$ cat src/rtl/clock_reset_gen.sv
// Board clock divider and stretched system reset generator.
// Produces the slow system clock clk from the board clock CLK and an
// active-low reset rst_n that releases synchronously to clk after a
// programmable number of clk rising edges.
module clock_reset_gen #(
  parameter int SLOW       = 0,
  parameter int RESET_HOLD = 16
) (
  input  logic CLK,
  input  logic RESET,
  output logic clk,
  output logic rst_n
);

  localparam logic [7:0] HOLD = 8'(RESET_HOLD);

  logic [1:0] r_sync;
  logic [7:0] r_hold;
  logic       r_rst_n;
  logic       w_run;
  logic       w_clk_rise;
  logic       w_clk_fall;

  // Two-flop synchronizer: RESET release reaches the core two CLK edges later.
  always_ff @(posedge CLK or negedge RESET) begin
    if (!RESET) r_sync <= 2'b00;
    else        r_sync <= {r_sync[0], 1'b1};
  end

  assign w_run = r_sync[1];

  generate
    if (SLOW == 0) begin : g_nodiv
      // Undivided: every CLK edge is both a clk rising edge and an update
      // point for rst_n.
      assign clk        = CLK;
      assign w_clk_rise = w_run;
      assign w_clk_fall = w_run;
    end else begin : g_div
      logic [SLOW:0] r_div;

      // Free-running divider, held at zero until the synchronized release.
      always_ff @(posedge CLK or negedge RESET) begin
        if (!RESET)     r_div <= '0;
        else if (!w_run) r_div <= '0;
        else            r_div <= r_div + 1'b1;
      end

      // clk comes straight off the MSB so it carries no combinational glitches.
      assign clk = r_div[SLOW];
      // Edge where div goes 2^SLOW-1 -> 2^SLOW (clk rises).
      assign w_clk_rise = w_run & ~r_div[SLOW] & (&r_div[SLOW-1:0]);
      // Edge where div wraps to 0 (clk falls).
      assign w_clk_fall = w_run & (&r_div);
    end
  endgenerate

  // Hold counter: counts clk rising edges up to RESET_HOLD, then saturates.
  always_ff @(posedge CLK or negedge RESET) begin
    if (!RESET)                           r_hold <= 8'd0;
    else if (w_clk_rise && r_hold < HOLD) r_hold <= r_hold + 8'd1;
  end

  // rst_n releases on a clk falling edge so it is stable for half a period
  // before the first clk rising edge that sees it high.
  always_ff @(posedge CLK or negedge RESET) begin
    if (!RESET)                          r_rst_n <= 1'b0;
    else if (w_clk_fall && r_hold == HOLD) r_rst_n <= 1'b1;
  end

  assign rst_n = r_rst_n;

endmodule

$ cat config.mk
export PLATFORM = sky130hd
export DESIGN_NAME = clock_reset_gen
export DESIGN_NICKNAME = d
export VERILOG_FILES = /design/src/rtl/clock_reset_gen.sv
export SDC_FILE = /design/constraint.sdc
export NUM_CORES = 1
export LEC_CHECK = 0
export BUFFER_PORTS_ARGS = -buffer_cell sky130_fd_sc_hd__clkbuf_2
export CAP_MARGIN = 20
export CORE_UTILIZATION = 30
export CTS_CLUSTER_SIZE = 14
export DETAILED_ROUTE_END_ITERATION = 6
export PLACE_DENSITY = 0.46
export SETUP_SLACK_MARGIN = 0.15
export SYNTH_ARGS = -nofsm -noshare
export SYNTH_HDL_FRONTEND = slang
export SYNTH_SLANG_ARGS = --single-unit
$ cat constraint.sdc
create_clock -name CLK -period 2.55 [get_ports CLK]
set_input_delay 0.51 -clock CLK [delete_from_list [all_inputs] [get_ports CLK]]
set_output_delay 0.51 -clock CLK [all_outputs]
set_load 0.1 [all_outputs]
==> flow_summary_export.csv <==
group,metric,value,unit
grt,track_usage,12.3,%
sta,whs,0.0944,ns
detailed_routing,drc,0,
synth,synth_nets,37,
clock_network,cts_max_path_buffers,2,
power,peakVddDrop,0.793,mV
synth,synth_mux_area_share,2.46,%
worst_setup_path,crit_path_end_kind,"output port",
worst_setup_path,worstReg2RegStart,"r_hold[5]$_DFFE_PN0P_",
grt,busiest_layer,"met2",
placement,dp_hpwl,479,um
detailed_routing,routed_wl,659,um
power,leakagePower,0.242,nW
layout,area_growth_syn_to_layout,8.20,%
layout,fin_area,495,sq um
clock_network,cts_max_level,1,
clock_network,clk_pin_slew_worst_paths,0.08,ns
layout,fin_cells,51,
synth,synth-seq-cells,11,
grt,met3_usage,8.15,%
synth,syn_area,458,sq um
grt,overflow,0,
worst_hold_path,hp-class,"input port to asynchronous set/reset pin",
synth,synth-compound-area-share,3.83,%
layout,fin_nets,41,
grt,grtUsageMet1,13.5,%
clock_network,cts_tree,"yes",
synth,synth_warnings,0,
sta,skew,0.00462,ns
floorplan,die_area,0.00169,sq mm
synth,yosys.area_share.simple,14.5,%
clock_network,cts-root-buf,"clkbuf_4",
detailed_routing,drt-vias-per-instance,4.63,
clock_network,cts_buffers,3,
sta,relSlewSlack,64.3,%
sta,setup_viol,0,
placement,place_congestion,0.614,
detailed_routing,first_pass_iters,2,
worst_setup_path,crit_required,2.04,ns
grt,grt_pass1_wl,1.14,mm
placement,place_ws,0.419,ns
floorplan,die_height,41.1,um
layout,regArea,275,sq um
grt,grt_antenna_before_repair,0,
placement,portBuffers,3,
worst_setup_path,crit_path_max_fanout,6,
outcome,status,"finished, final reports clean",
worst_setup_path,critical_path_class,"clock port to output port",
synth,synth_top_family_by_area,"simple AND/OR/NAND/NOR gates",
worst_setup_path,arrival,1.83,ns
synth,synth_xor_area_share,5.74,%
placement,dpl.cell_count,47,
worst_setup_path,worstReg2RegEnd,"r_hold[1]$_DFFE_PN0P_",
detailed_routing,vias,236,
synth,ys_types,19,
detailed_routing,drt_iter0_drc,1,
worst_setup_path,reg2reg_depth,3,
floorplan,die_x,41.1,um
detailed_routing,avgRoutedWirePerCell,12.9,um
layout,fillers,145,
floorplan,design.core.area,0.00137,sq mm
sta,worst_slew_pin_slew,0.538,ns
floorplan,rows,13,
synth,avgSynthCellArea,13.9,sq um
sta,hold_viol_final,0,
layout,multi_input_area,150,sq um
synth,ys_seq_area_share,60.1,%
power,p_per_area,1450,mW/mm^2
worst_setup_path,cp-start-kind,"clock port",
grt,grt_max_degree,12,
grt,use_met2,14.5,%
grt,grt_pass1_vias,249,
synth,synth_cells,33,
worst_setup_path,r2r_slack,0.98,ns
job,drv_cap,0,
clock_network,clk_latency,0.27,ns
sta,finalWorstSetupSlack,0.212,ns
sta,rsz0062_at_grt,"false",
floorplan,top_level_ports,4,
sta,final_max_slew_viol_count,0,
sta,setup_tns,0,ns
clock_network,cts_hold_buf,0,
floorplan,start_util,33.5,%
placement,place_area,467,sq um
detailed_routing,final_antenna_net_count,0,
synth,synthAdderAreaFrac,5.46,%
layout,diodes,0,
layout,drive_gt1_share,27.8,%
-- critical path, cell delays in order --
cell and delay [ns]:
clkbuf_4 0.12, clkbuf_4 0.15, clkbuf_4 0.28
-- how the worst max path moves through the flow --
stage | from | end | cells after the start
5_1_grt | CLK | clk | 3
3_3_place_gp | CLK | clk | 1
2_1_floorplan | CLK | clk | 1
3_5_place_dp | CLK | clk | 1
4_1_cts | CLK | clk | 3
6_report | CLK | clk | 3
-- Yosys cell counts --
cell type      count  area (sq um)
dfrtp_1           11           275
clkbuf_1           2          7.51
ha_1               2          25.0
inv_1              2          7.51
xor2_1             2          17.5
a21o_1             1          7.51
a41o_1             1          10.0
buf_4              1          7.51
conb_1             1          3.75
dlygate4sd3_1      1          10.0
mux2_1             1          11.3
nand3_1            1          5.00
nor2_2             1          6.26
nor3_2             1          10.0
nor3b_2            1          12.5
nor4b_1            1          8.76
nor4bb_1           1          10.0
or4b_4             1          13.8
xnor2_1            1          8.76
-- through the flow --
step,utilization (%),power (mW)
floorplan,-,0.561
global placement,34.2,0.586
finish,36.3,0.719
CTS,36.3,0.730
detailed placement,34.2,0.595
global route,36.3,0.768
-- report_power, final --
group	internal, mW	switching [mW]	leakage, nW	total [mW]
combinational	0.0662	0.107	0.0869	0.173
sequential	0.226	0.0510	0.136	0.277
clock	0.0791	0.190	0.0196	0.269
-- registers in the layout, indices dropped and copies added (netlist names) --
register and flops:
r_sync 2, rst_n 1, r_hold 8
-- logic make-up after synthesis --
kind of cell / after synthesis
AOI/OAI and AO/OA: 2
DFF: 11
muxes: 1
and+or+nand+nor: 7
xor gates and xnor gates: 3
buffers and inverters: 6
adders and majority gates: 2
other: 1
-- per-layer routing --
metal / vias up / wire length, um
met5: - / 0
met4: 0 / 0
met3: 0 / 24
met2: 4 / 303
met1: 117 / 331
li1: 115 / -
-- what timing repair did --
action                     4_1_cts  5_1_grt
buffers inserted                 0        0
resized for setup                1        0
setup endpoints to repair        1        0
-- area by class of cell --
cell class,count,area share [%]
timing repair buffer,2,2.02
inverter,2,1.52
multi-input combinational,16,30.3
clock buffer,5,6.82
tap,15,3.79
sequential,11,55.6
-- layout by cell type (no fill, tap or decap), types with 2 or more instances in the layout --
master / n
clkbuf_2: 2
ha_1: 2
clkbuf_4: 4
xor2_1: 2
dfrtp_1: 11
inv_1: 2
No activity file was read; power rests on OpenSTA's default activity.
